$ cat src/rtl/core_lp_arbiter_if.sv
// core_lp_arbiter_if: event-queue / core-array handshake bundle for the LP arbiter.
//   send_*       : queue -> arbiter dispatch (core id, message carrying LP and time)
//   rcv_*        : core -> arbiter return with ready/valid (rcv_rdy from arbiter)
//   stall        : per-core stall
//   core_hist_cnt: per-core LP history depth, core p at [p*NB_HIST_DEPTH +: NB_HIST_DEPTH]
//   min_time(_vld), conflict_cnt, err : status outputs
// master = queue/core side, slave = arbiter.
interface core_lp_arbiter_if #(
    parameter int NUM_CORE      = 4,
    parameter int NB_COREID     = $clog2(NUM_CORE),
    parameter int TIME_WID      = 16,
    parameter int MSG_WID       = 32,
    parameter int NB_HIST_DEPTH = 4,
    parameter int CNT_WID       = 16
);
    logic                              send_vld;
    logic [NB_COREID-1:0]              send_core_id;
    logic [MSG_WID-1:0]                send_msg;
    logic                              rcv_vld;
    logic                              rcv_rdy;
    logic [NB_COREID-1:0]              rcv_core_id;
    logic [MSG_WID-1:0]                rcv_msg;
    logic [NUM_CORE-1:0]               stall;
    logic [NB_HIST_DEPTH*NUM_CORE-1:0] core_hist_cnt;
    logic [TIME_WID-1:0]               min_time;
    logic                              min_time_vld;
    logic [CNT_WID-1:0]                conflict_cnt;
    logic                              err;

    modport master (
        output send_vld, send_core_id, send_msg, rcv_vld, rcv_core_id, rcv_msg,
        input  rcv_rdy, stall, core_hist_cnt, min_time, min_time_vld, conflict_cnt, err
    );

    modport slave (
        input  send_vld, send_core_id, send_msg, rcv_vld, rcv_core_id, rcv_msg,
        output rcv_rdy, stall, core_hist_cnt, min_time, min_time_vld, conflict_cnt, err
    );
endinterface

$ cat src/rtl/core_lp_arbiter.sv
// core_lp_arbiter: per-core LP/timestamp table that stalls cores dispatched an
// event for an LP held by another active core, and on each return releases the
// waiting core with the smallest timestamp (lowest id on ties) via a sequential
// scan. Also reports the GVT candidate, forwards LP history depth and counts
// conflicts.
// Ports:
//   clk   : clock
//   reset : synchronous, active-high
//   bus   : core_lp_arbiter_if.slave (dispatch, return handshake, status)
module core_lp_arbiter #(
    parameter int NUM_CORE      = 4,
    parameter int NB_COREID     = $clog2(NUM_CORE),
    parameter int NUM_LP        = 8,
    parameter int NB_LPID       = $clog2(NUM_LP),
    parameter int TIME_WID      = 16,
    parameter int MSG_WID       = 32,
    parameter int NB_HIST_DEPTH = 4,
    parameter int CNT_WID       = 16
) (
    input  logic               clk,
    input  logic               reset,
    core_lp_arbiter_if.slave   bus
);
    localparam logic [NB_COREID-1:0] LAST_IDX = NB_COREID'(NUM_CORE - 1);

    typedef enum logic [1:0] {IDLE, SCAN, GRANT} state_t;

    state_t state_q, state_d;

    logic [NUM_CORE-1:0]                    act_q, act_d, stl_q, stl_d;
    logic [NUM_CORE-1:0][NB_LPID-1:0]       lp_q, lp_d;
    logic [NUM_CORE-1:0][TIME_WID-1:0]      ts_q, ts_d;
    logic [NUM_LP-1:0][NB_HIST_DEPTH-1:0]   hist_q, hist_d;
    logic [NUM_CORE-1:0][NB_HIST_DEPTH-1:0] hcnt_q, hcnt_d;
    logic [NB_LPID-1:0]                     held_q, held_d;
    logic [NB_COREID-1:0]                   idx_q, idx_d, best_q, best_d;
    logic [TIME_WID-1:0]                    best_ts_q, best_ts_d;
    logic                                   best_vld_q, best_vld_d;
    logic [TIME_WID-1:0]                    min_time_q, min_time_d;
    logic                                   min_vld_q, min_vld_d;
    logic [CNT_WID-1:0]                     cnt_q, cnt_d;
    logic                                   err_q, err_d;

    logic                     rcv_rdy, scan_en, grant_en;
    logic                     rcv_acc, rcv_ok, has_waiter, start_scan;
    logic                     conflict, scan_hit, grant_ok, min_found;
    logic [NB_COREID-1:0]     rc, sc;
    logic [NB_LPID-1:0]       rcv_lp, send_lp;
    logic [TIME_WID-1:0]      send_ts;
    logic [NB_HIST_DEPTH-1:0] rcv_hist;
    logic                     unused_msg_bits;

    assign rc       = bus.rcv_core_id;
    assign sc       = bus.send_core_id;
    assign rcv_lp   = lp_q[rc];
    assign send_lp  = bus.send_msg[TIME_WID +: NB_LPID];
    assign send_ts  = bus.send_msg[TIME_WID-1:0];
    assign rcv_hist = bus.rcv_msg[MSG_WID-1 -: NB_HIST_DEPTH];
    assign unused_msg_bits = ^{bus.send_msg, bus.rcv_msg};

    // ---------------- FSM: state register ----------------
    always_ff @(posedge clk) begin
        if (reset) state_q <= IDLE;
        else       state_q <= state_d;
    end

    // ---------------- FSM: next state ----------------
    always_comb begin
        state_d = state_q;
        case (state_q)
            IDLE:    if (start_scan) state_d = SCAN;
            SCAN:    if (idx_q == LAST_IDX) state_d = GRANT;
            GRANT:   state_d = IDLE;
            default: state_d = IDLE;
        endcase
    end

    // ---------------- FSM: outputs ----------------
    always_comb begin
        rcv_rdy  = (state_q == IDLE) && !reset;
        scan_en  = (state_q == SCAN);
        grant_en = (state_q == GRANT);
    end

    // ---------------- Decode of this cycle's events ----------------
    always_comb begin
        rcv_acc    = bus.rcv_vld && rcv_rdy;
        rcv_ok     = rcv_acc && act_q[rc];
        has_waiter = 1'b0;
        conflict   = 1'b0;
        for (int k = 0; k < NUM_CORE; k++) begin
            if (NB_COREID'(k) != rc && act_q[k] && stl_q[k] && lp_q[k] == rcv_lp)
                has_waiter = 1'b1;
            // A core returning this cycle no longer holds its LP.
            if (NB_COREID'(k) != sc && act_q[k] && !(rcv_ok && rc == NB_COREID'(k))
                && lp_q[k] == send_lp)
                conflict = 1'b1;
        end
        start_scan = rcv_ok && has_waiter;
        scan_hit   = act_q[idx_q] && stl_q[idx_q] && lp_q[idx_q] == held_q;
        // Best candidate may have returned or been redispatched during the scan.
        grant_ok   = best_vld_q && act_q[best_q] && stl_q[best_q] && lp_q[best_q] == held_q;
    end

    // ---------------- Table / scan datapath ----------------
    always_comb begin
        act_d      = act_q;
        stl_d      = stl_q;
        lp_d       = lp_q;
        ts_d       = ts_q;
        hist_d     = hist_q;
        hcnt_d     = hcnt_q;
        held_d     = held_q;
        idx_d      = idx_q;
        best_d     = best_q;
        best_ts_d  = best_ts_q;
        best_vld_d = best_vld_q;
        cnt_d      = cnt_q;
        err_d      = err_q;

        if (rcv_acc) begin
            if (!act_q[rc]) begin
                err_d = 1'b1;
            end else begin
                act_d[rc]      = 1'b0;
                stl_d[rc]      = 1'b0;
                hist_d[rcv_lp] = rcv_hist;
            end
        end

        if (start_scan) begin
            held_d     = rcv_lp;
            idx_d      = '0;
            best_vld_d = 1'b0;
        end

        if (scan_en) begin
            // Strict compare keeps the lowest id on equal timestamps.
            if (scan_hit && (!best_vld_q || ts_q[idx_q] < best_ts_q)) begin
                best_d     = idx_q;
                best_ts_d  = ts_q[idx_q];
                best_vld_d = 1'b1;
            end
            idx_d = idx_q + 1'b1;
        end

        if (grant_en && grant_ok) begin
            stl_d[best_q]  = 1'b0;
            hcnt_d[best_q] = hist_q[held_q];
        end

        // Dispatch last so it wins the entry over a same-cycle return or grant.
        if (bus.send_vld) begin
            if (act_q[sc] || (rcv_acc && rc == sc))
                err_d = 1'b1;
            act_d[sc] = 1'b1;
            lp_d[sc]  = send_lp;
            ts_d[sc]  = send_ts;
            stl_d[sc] = conflict;
            if (conflict) begin
                if (cnt_q != '1) cnt_d = cnt_q + 1'b1;
            end else begin
                hcnt_d[sc] = hist_q[send_lp];
            end
        end
    end

    // GVT candidate from the registered table.
    always_comb begin
        min_time_d = '0;
        min_found  = 1'b0;
        for (int k = 0; k < NUM_CORE; k++) begin
            if (act_q[k] && (!min_found || ts_q[k] < min_time_d)) begin
                min_time_d = ts_q[k];
                min_found  = 1'b1;
            end
        end
        min_vld_d = |act_q;
    end

    always_ff @(posedge clk) begin
        if (reset) begin
            act_q      <= '0;
            stl_q      <= '0;
            lp_q       <= '0;
            ts_q       <= '0;
            hist_q     <= '0;
            hcnt_q     <= '0;
            held_q     <= '0;
            idx_q      <= '0;
            best_q     <= '0;
            best_ts_q  <= '0;
            best_vld_q <= 1'b0;
            min_time_q <= '0;
            min_vld_q  <= 1'b0;
            cnt_q      <= '0;
            err_q      <= 1'b0;
        end else begin
            act_q      <= act_d;
            stl_q      <= stl_d;
            lp_q       <= lp_d;
            ts_q       <= ts_d;
            hist_q     <= hist_d;
            hcnt_q     <= hcnt_d;
            held_q     <= held_d;
            idx_q      <= idx_d;
            best_q     <= best_d;
            best_ts_q  <= best_ts_d;
            best_vld_q <= best_vld_d;
            min_time_q <= min_time_d;
            min_vld_q  <= min_vld_d;
            cnt_q      <= cnt_d;
            err_q      <= err_d;
        end
    end

    assign bus.rcv_rdy       = rcv_rdy;
    assign bus.stall         = stl_q;
    assign bus.core_hist_cnt = hcnt_q;
    assign bus.min_time      = min_time_q;
    assign bus.min_time_vld  = min_vld_q;
    assign bus.conflict_cnt  = cnt_q;
    assign bus.err           = err_q;
endmodule
$ cat src/flat_wrapper.sv
// flat-port wrapper written by rule: the top's interface ports become plain ports
module core_lp_arbiter_flat 
#(
    parameter int NUM_CORE      = 4,
    parameter int NB_COREID     = $clog2(NUM_CORE),
    parameter int NUM_LP        = 8,
    parameter int NB_LPID       = $clog2(NUM_LP),
    parameter int TIME_WID      = 16,
    parameter int MSG_WID       = 32,
    parameter int NB_HIST_DEPTH = 4,
    parameter int CNT_WID       = 16
)
  (clk, reset, bus_send_vld, bus_send_core_id, bus_send_msg, bus_rcv_vld, bus_rcv_core_id, bus_rcv_msg, bus_rcv_rdy, bus_stall, bus_core_hist_cnt, bus_min_time, bus_min_time_vld, bus_conflict_cnt, bus_err);
  core_lp_arbiter_if #(.NUM_CORE(NUM_CORE), .NB_COREID(NB_COREID), .TIME_WID(TIME_WID), .MSG_WID(MSG_WID), .NB_HIST_DEPTH(NB_HIST_DEPTH), .CNT_WID(CNT_WID)) bus_i ();
  input  logic clk;
  input  logic reset;
  input wire logic [$bits(bus_i.send_vld)-1:0] bus_send_vld;
  input wire logic [$bits(bus_i.send_core_id)-1:0] bus_send_core_id;
  input wire logic [$bits(bus_i.send_msg)-1:0] bus_send_msg;
  input wire logic [$bits(bus_i.rcv_vld)-1:0] bus_rcv_vld;
  input wire logic [$bits(bus_i.rcv_core_id)-1:0] bus_rcv_core_id;
  input wire logic [$bits(bus_i.rcv_msg)-1:0] bus_rcv_msg;
  output wire logic [$bits(bus_i.rcv_rdy)-1:0] bus_rcv_rdy;
  output wire logic [$bits(bus_i.stall)-1:0] bus_stall;
  output wire logic [$bits(bus_i.core_hist_cnt)-1:0] bus_core_hist_cnt;
  output wire logic [$bits(bus_i.min_time)-1:0] bus_min_time;
  output wire logic [$bits(bus_i.min_time_vld)-1:0] bus_min_time_vld;
  output wire logic [$bits(bus_i.conflict_cnt)-1:0] bus_conflict_cnt;
  output wire logic [$bits(bus_i.err)-1:0] bus_err;
  assign bus_i.send_vld = bus_send_vld;
  assign bus_i.send_core_id = bus_send_core_id;
  assign bus_i.send_msg = bus_send_msg;
  assign bus_i.rcv_vld = bus_rcv_vld;
  assign bus_i.rcv_core_id = bus_rcv_core_id;
  assign bus_i.rcv_msg = bus_rcv_msg;
  assign bus_rcv_rdy = bus_i.rcv_rdy;
  assign bus_stall = bus_i.stall;
  assign bus_core_hist_cnt = bus_i.core_hist_cnt;
  assign bus_min_time = bus_i.min_time;
  assign bus_min_time_vld = bus_i.min_time_vld;
  assign bus_conflict_cnt = bus_i.conflict_cnt;
  assign bus_err = bus_i.err;
  core_lp_arbiter #(.NUM_CORE(NUM_CORE), .NB_COREID(NB_COREID), .NUM_LP(NUM_LP), .NB_LPID(NB_LPID), .TIME_WID(TIME_WID), .MSG_WID(MSG_WID), .NB_HIST_DEPTH(NB_HIST_DEPTH), .CNT_WID(CNT_WID)) u_core (.clk(clk), .reset(reset), .bus(bus_i));
endmodule
$ cat config.mk
export PLATFORM = sky130hd
export DESIGN_NAME = core_lp_arbiter_flat
export DESIGN_NICKNAME = d
export VERILOG_FILES = /design/src/rtl/core_lp_arbiter_if.sv /design/src/rtl/core_lp_arbiter.sv /design/src/flat_wrapper.sv
export SDC_FILE = /design/constraint.sdc
export NUM_CORES = 1
export LEC_CHECK = 0
export CORE_UTILIZATION = 52
export DETAILED_ROUTE_END_ITERATION = 7
export PLACE_DENSITY = 0.78
export SYNTH_ARGS = -nofsm -noshare
export SYNTH_HDL_FRONTEND = slang
export SYNTH_SLANG_ARGS = --single-unit
$ cat constraint.sdc
create_clock -name clk -period 7 [get_ports clk]
set_clock_uncertainty 0.05 [all_clocks]
set_input_delay 1.75 -clock clk [delete_from_list [all_inputs] [get_ports clk]]
set_output_delay 1.75 -clock clk [all_outputs]
set_load 0.005 [all_outputs]
# Word level (Yosys, flattened, before mapping)
# Cells that the tools add are included.
[word_totals]
ff_bits = 192
in_bits = 72
output_inout_bits = 55
wordCells = 235
[classes]
addsub = 2
order_cmp = 15
n_eq_ne = 26
n_mux = 83
bitwise = 6
n_reduce_logical = 71
[op_table]
columns = ["op", "count"]
rows = [
  ["$mux W16", 9],
  ["$bwmux W64", 1],
  ["$lt A16 B16 Y1", 4],
  ["$mux W4", 12],
  ["$logic_and A1 B1 Y1", 47],
  ["$bmux W16 S2", 1],
  ["$bwmux W16", 2],
  ["$bwmux W32", 1],
  ["$demux W16 S2", 1],
  ["$eq A3 B3 Y1", 10],
  ["$mux W1", 27],
  ["$bmux W4 S3", 2],
  ["$bmux W3 S2", 3],
  ["$add A16 B1 Y16 const B", 1],
  ["$demux W4 S2", 2],
  ["$ne A16 B16 Y1 const B", 1],
  ["$and A4 B4 Y4", 3],
  ["$bmux W1 S2", 6],
  ["$bwmux W12", 1],
  ["$demux W4 S3", 1],
  ["$lt A2 B3 Y1 const B", 4],
  ["$lt A3 B4 Y1 const B", 3],
  ["$mux W3", 4],
  ["$logic_not A1 Y1", 9],
  ["23 further kinds", 48],
]

# Logic depth before layout (Yosys ltp)
# Gate-level depths: netlist of the first run.
[depth]
ltp_word = 14
depth_mapped = 33
depth_no_buf = 25

# Worst setup path after synthesis of the first run
# No wires, ideal clock.
[synth_timing]
kind = "reg2reg"
startpoint = "register u_core.act_q[0]"
endpoint = "register u_core.min_time_q[1] (netlist: u_core.bus.min_time[1])"
setup_ps = 101
t_arrival_ps = 6410
required_ps = 6849
slack_ps = 439
path_stages_with_launch = 34
path_buffers = 8
period_less_slack_ps = 6561
path_cell_list = "dfxtp_1 buf_2 clkbuf_1 clkbuf_1 nand2_1 ha_1 o21a_1 a21oi_1 a2111o_1 o21ai_0 and2_1 clkbuf_1 buf_2 a22oi_1 ha_1 a211o_1 a211o_1 a31oi_1 o311ai_1 a21oi_2 buf_6 mux2_2 ha_1 a21o_1 a21o_1 a21oi_1 o31a_1 o21ai_0 nor2_1 and3_1 clkbuf_1 clkbuf_1 o21ai_0 o41ai_1"
[synth_via]
elab_chain_cells = 13
word_cells_on_any_way = 19
cone_classes = "order compare: 3; mux: 7; reduce/logical: 9"
[synth_lines]
columns = ["element", "line", "text"]
rows = [
  ["from (decl)", "core_lp_arbiter.sv:30", "logic [NUM_CORE-1:0] act_q, act_d, stl_q, stl_d;"],
  ["from (signal assigned)", "core_lp_arbiter.sv:199", "act_q <= act_d;"],
  ["$mux W16 or $mux W1 (tied branches)", "core_lp_arbiter.sv:173", "if (act_q[k] && (!min_found || ts_q[k] < min_time_d)) begin"],
  ["$lt A16 B16 Y1 or $logic_not A1 Y1 (tied branches)", "core_lp_arbiter.sv:173", ""],
  ["$logic_or A1 B1 Y1", "core_lp_arbiter.sv:173", ""],
  ["$logic_and A1 B1 Y1", "core_lp_arbiter.sv:173", ""],
  ["$mux W16 or $mux W1 (tied branches)", "core_lp_arbiter.sv:173", ""],
  ["$lt A16 B16 Y1 or $logic_not A1 Y1 (tied branches)", "core_lp_arbiter.sv:173", ""],
  ["$logic_or A1 B1 Y1", "core_lp_arbiter.sv:173", ""],
  ["$logic_and A1 B1 Y1", "core_lp_arbiter.sv:173", ""],
  ["$mux W16 or $mux W1 (tied branches)", "core_lp_arbiter.sv:173", ""],
  ["$lt A16 B16 Y1 or $logic_not A1 Y1 (tied branches)", "core_lp_arbiter.sv:173", ""],
  ["$logic_or A1 B1 Y1", "core_lp_arbiter.sv:173", ""],
  ["$logic_and A1 B1 Y1", "core_lp_arbiter.sv:173", ""],
  ["$mux W16 (*)", "core_lp_arbiter.sv:173", ""],
  ["to (signal assigned)", "core_lp_arbiter.sv:210", "min_time_q <= min_time_d;"],
  ["to (decl)", "core_lp_arbiter.sv:39", "logic [TIME_WID-1:0] min_time_q, min_time_d;"],
]
# Mark *: on every way between the ends. The rest lies on a longest branch, timed or not.
# A chain may end at the register's enable or synchronous reset.

# Worst setup path in the final report of the first run
[layout_timing]
startpoint = "register u_core.act_q[0]"
endpoint = "register u_core.min_time_q[15] (netlist: u_core.bus.min_time[15])"
# Same word-level chain as after synthesis.

==> flow_summary.toml, run 1 <==
[run_status]
status = "finished clean"

[yosys]
post-synth-top-area-cell = "sky130_fd_sc_hd__dfxtp_1"
synth_top_area_share_pct = 34.96
synth.area.top_cells = "sky130_fd_sc_hd__dfxtp_1, sky130_fd_sc_hd__mux4_2, sky130_fd_sc_hd__ha_1, sky130_fd_sc_hd__nand2_1, sky130_fd_sc_hd__mux2i_1"
synth-async-reset-ratio_pct = 0
ys_seq_area_share_pct = 34.96
synth_edf_count = 0
post_synth_inst_count = 1259
synth_top_flop_cell = "sky130_fd_sc_hd__dfxtp_1"
synth.top_cells.by_count = "sky130_fd_sc_hd__dfxtp_1, sky130_fd_sc_hd__nand2_1, sky130_fd_sc_hd__nor2_1, sky130_fd_sc_hd__a21oi_1, sky130_fd_sc_hd__clkbuf_1"
synth.cell_area_sq_um = 11000
synth_cell_types = 59
postSynthNetCount = 1393
synthesis.yosys.warnings = 0
average_cell_area_after_synthesis_sq_um = 8.734
synthMostInstantiatedCell = "sky130_fd_sc_hd__dfxtp_1"
postSynthRegisterBits = 192

[clock_tree]
worst_skew_pair.late_latency_ps = 440
cts.sinks = 192
cts_root_buf = "sky130_fd_sc_hd__clkbuf_16"
cts_tree = "yes"
hold_buffers = 0
max-clock-path-buffers = 2
cts.clk_slew.worst_paths_ps = 70
tritoncts.num_buffers = 17
h-tree-depth = 4

[die]
cell_rows = 52
floorplan.initialDensity_pct = 53.65
chipHeight_um = 147.4
die_width_um = 147.4
core_area_sq_um = 20490
die_ar_sq_um = 21730
io-pin-count = 127

[global_route]
vias_in_the_first_global_route = 9380
grt_max_degree = 115
antenna_violations_before_repair = 0
grt_first_pass_wirelength_mm = 47.53
grt-ovfl-total = 0
grt_util_all_layers_pct = 27.71

[routing]
detailedRoute.firstPassIterationCount = 5
antenna_violating_nets_post_route = 0
remaining_drc_errors = 0
drt_first_iter_violations = 882
drt-wirelength-per-cell_um = 18.82
detailroute.via_count = 9615
route.final.wire_length_mm = 29.40
avgViaCountPerCell = 6.156

[layout]
num_antenna_cells = 0
syn2layout_area_growth_pct = 14.33
nNetsFinal = 1413
share_of_post_route_cells_with_drive_strength_above_1_pct = 10.84
fillCellCount = 1774

[setup_path]
timing.critical_path.fanout_max = 24
r2r.worst_path.cells = 26
worst_setup_path_end_kind = "register"
path_buf_inv = 2
crit_required_ps = 7250
worst-endpoint-arrival_ps = 6930
worstSetupPathType = "register to register"
startpoint_type = "register"
instance_count_on_the_critical_path = 26
path_delay_family = "compound AO/OA/AOI/OAI gates"
cp_slowest_cell = "sky130_fd_sc_hd__dfxtp_4"
cpPeakStageDelay_ps = 480

[sta]
timing.slew.headroom_pct = 21.92
layout_worst_path_cycle_share_pct = 95.45
timing.final.ws_setup_ps = 318.3
rsz0062_at_grt = "false"
timing.final.crit_period_ps = 6682
fin_tns_setup_ps = 0
finalSetupViolCount = 0
drv_slew = 0
fin_hold_ws_ps = 442.5
tightest_slew_ps = 1171
timing_hold_violations_final = 0
max_clk_rate_ghz = 0.1497

[min_path]
hold_depth = 2
worst_hold_path_type = "register to register"

[job]
max_cap_violations = 0

[place]
place_ws_ps = 188.6
gp_congestion = 0.9227
port_buffers = 85
detailedPlacementHpwl_mm = 20.09

[pwr]
worst_ir_drop_vdd_mv = 0.1737
leakagePower_nw = 4.626
cellPowerDensity_nw_per_um2 = 195.1
-- metal layers --
layer  share of wire (%)  global-route usage [%]  vias up
li1                    -                       -     4464
met1                  40                   34.28     4603
met2                  49                   47.31      454
met3                 7.9                   4.907       94
met4                 3.1                   12.06        0
met5                   0                       0        -
-- path summary, 6_finish.rpt --
path / start / endpoint / slack [ps]
worst min register to register: u_core.ts_q[60] / u_core.ts_q[60] / 440
worst max register to register: u_core.act_q[0] / u_core.bus.min_time[15] / 320
worst min-delay path: u_core.ts_q[60] / u_core.ts_q[60] / 440
worst max-delay path: u_core.act_q[0] / u_core.bus.min_time[15] / 320
-- layout by cell type, fill, tap and decap left out, types with 4 or more instances in the layout --
| master | n |
|---|---|
| sky130_fd_sc_hd__a211o_1 | 4 |
| sky130_fd_sc_hd__a21o_1 | 14 |
| sky130_fd_sc_hd__a21oi_1 | 116 |
| sky130_fd_sc_hd__a22oi_1 | 15 |
| sky130_fd_sc_hd__and3_1 | 9 |
| sky130_fd_sc_hd__buf_4 | 17 |
| sky130_fd_sc_hd__bufinv_16 | 4 |
| sky130_fd_sc_hd__clkbuf_16 | 17 |
| sky130_fd_sc_hd__clkdlybuf4s50_1 | 84 |
| sky130_fd_sc_hd__dfxtp_1 | 191 |
| sky130_fd_sc_hd__ha_1 | 62 |
| sky130_fd_sc_hd__inv_1 | 38 |
| sky130_fd_sc_hd__inv_6 | 5 |
| sky130_fd_sc_hd__mux2_2 | 35 |
| sky130_fd_sc_hd__mux2i_1 | 61 |
| sky130_fd_sc_hd__mux4_2 | 41 |
| sky130_fd_sc_hd__nand2_1 | 185 |
| sky130_fd_sc_hd__nand2b_1 | 9 |
| sky130_fd_sc_hd__nand3_1 | 23 |
| sky130_fd_sc_hd__nand4_1 | 19 |
| sky130_fd_sc_hd__nor2_1 | 128 |
| sky130_fd_sc_hd__nor2b_1 | 18 |
| sky130_fd_sc_hd__nor3_1 | 8 |
| sky130_fd_sc_hd__nor4_1 | 7 |
| sky130_fd_sc_hd__o211ai_1 | 5 |
| sky130_fd_sc_hd__o21a_1 | 6 |
| sky130_fd_sc_hd__o21ai_0 | 42 |
| sky130_fd_sc_hd__o41ai_1 | 16 |
| sky130_fd_sc_hd__or2_2 | 5 |
| sky130_fd_sc_hd__xnor2_1 | 14 |
| sky130_fd_sc_hd__xor2_1 | 36 |
-- layout make-up --
class                   instances  area (sq um)  share of cell area, %
repair buffers                104          1020                  8.112
multi-input cells             926          6578                  52.32
well taps                     270         337.8                  2.687
clock inverters                15         220.2                  1.752
clock buffers                  17         425.4                  3.384
inverters                      38         142.6                  1.135
flip-flops and latches        192          3847                  30.61
-- stage by stage --
stage	utilization [%]	instance area, sq um	power [mW]	std cells
after floorplan	-	11000	1.312	1259
after global placement	58.14	11920	1.392	1530
after detailed placement	58.14	11920	1.399	1530
after CTS	61.29	12560	2.459	1562
after global routing	61.34	12570	2.537	1562
final	61.34	12570	2.452	1562
-- worst register-to-register path: stages, from the launching register on --
cell	delay (ps)
sky130_fd_sc_hd__dfxtp_4	480
sky130_fd_sc_hd__nand2_1	90
sky130_fd_sc_hd__ha_1	320
sky130_fd_sc_hd__nand4_1	200
sky130_fd_sc_hd__a2111o_1	470
sky130_fd_sc_hd__o21ai_0	300
sky130_fd_sc_hd__o21ai_1	230
sky130_fd_sc_hd__a22oi_1	250
sky130_fd_sc_hd__ha_1	310
sky130_fd_sc_hd__a211o_1	330
sky130_fd_sc_hd__a211o_1	220
sky130_fd_sc_hd__a31oi_1	160
sky130_fd_sc_hd__o311ai_1	240
sky130_fd_sc_hd__a21oi_2	290
sky130_fd_sc_hd__buf_12	180
sky130_fd_sc_hd__mux2_2	370
sky130_fd_sc_hd__ha_1	300
sky130_fd_sc_hd__a21o_1	180
sky130_fd_sc_hd__a21o_1	170
sky130_fd_sc_hd__a21oi_1	180
sky130_fd_sc_hd__o31a_1	130
sky130_fd_sc_hd__o21ai_0	170
sky130_fd_sc_hd__nor2_1	150
sky130_fd_sc_hd__and3_1	370
sky130_fd_sc_hd__buf_12	210
sky130_fd_sc_hd__o21ai_0	110
sky130_fd_sc_hd__o41ai_1	100
-- power breakdown --
group	switching (mW)	internal, mW
sequential	0.0279	1.11
clock	0.461	0.611
combinational	0.142	0.0997
-- state kept, by name (all words and copies together), names as in the netlist, 3 cells and up --
signal,flops
u_core.act_q,4
u_core.best_ts_q,16
u_core.bus.conflict_cnt,16
u_core.bus.core_hist_cnt,16
u_core.bus.min_time,16
u_core.bus.stall,4
u_core.held_q,3
u_core.hist_q,32
u_core.lp_q,12
u_core.ts_q,64
-- logic make-up (layout without fill, tap and decap cells) --
family	after synthesis	count (layout)	synth area share, %
XOR/XNOR	50	50	3.983
buffers and inverters	141	174	5.303
multiplexers	139	139	18.01
adder cells (fa/ha/maj)	62	62	7.055
AO/OA/AOI/OAI	248	248	13.71
AND/OR/NAND/NOR	427	427	16.98
flip-flops	192	192	34.96
-- what timing repair did --
item                                    4_1_cts  5_1_grt
hold endpoints to repair                      0        0
resized for setup                             0        3
setup buffers                                 0        0
endpoints found under the setup margin        0       16
No activity file was read; power rests on OpenSTA's default activity.
==> inputs of run 2 (changes only) <==
TNS_END_PERCENT = 50   (was not set)
==> results of run 2 <==
No change in the layout: final DEF, timing and power equal those of run 1.
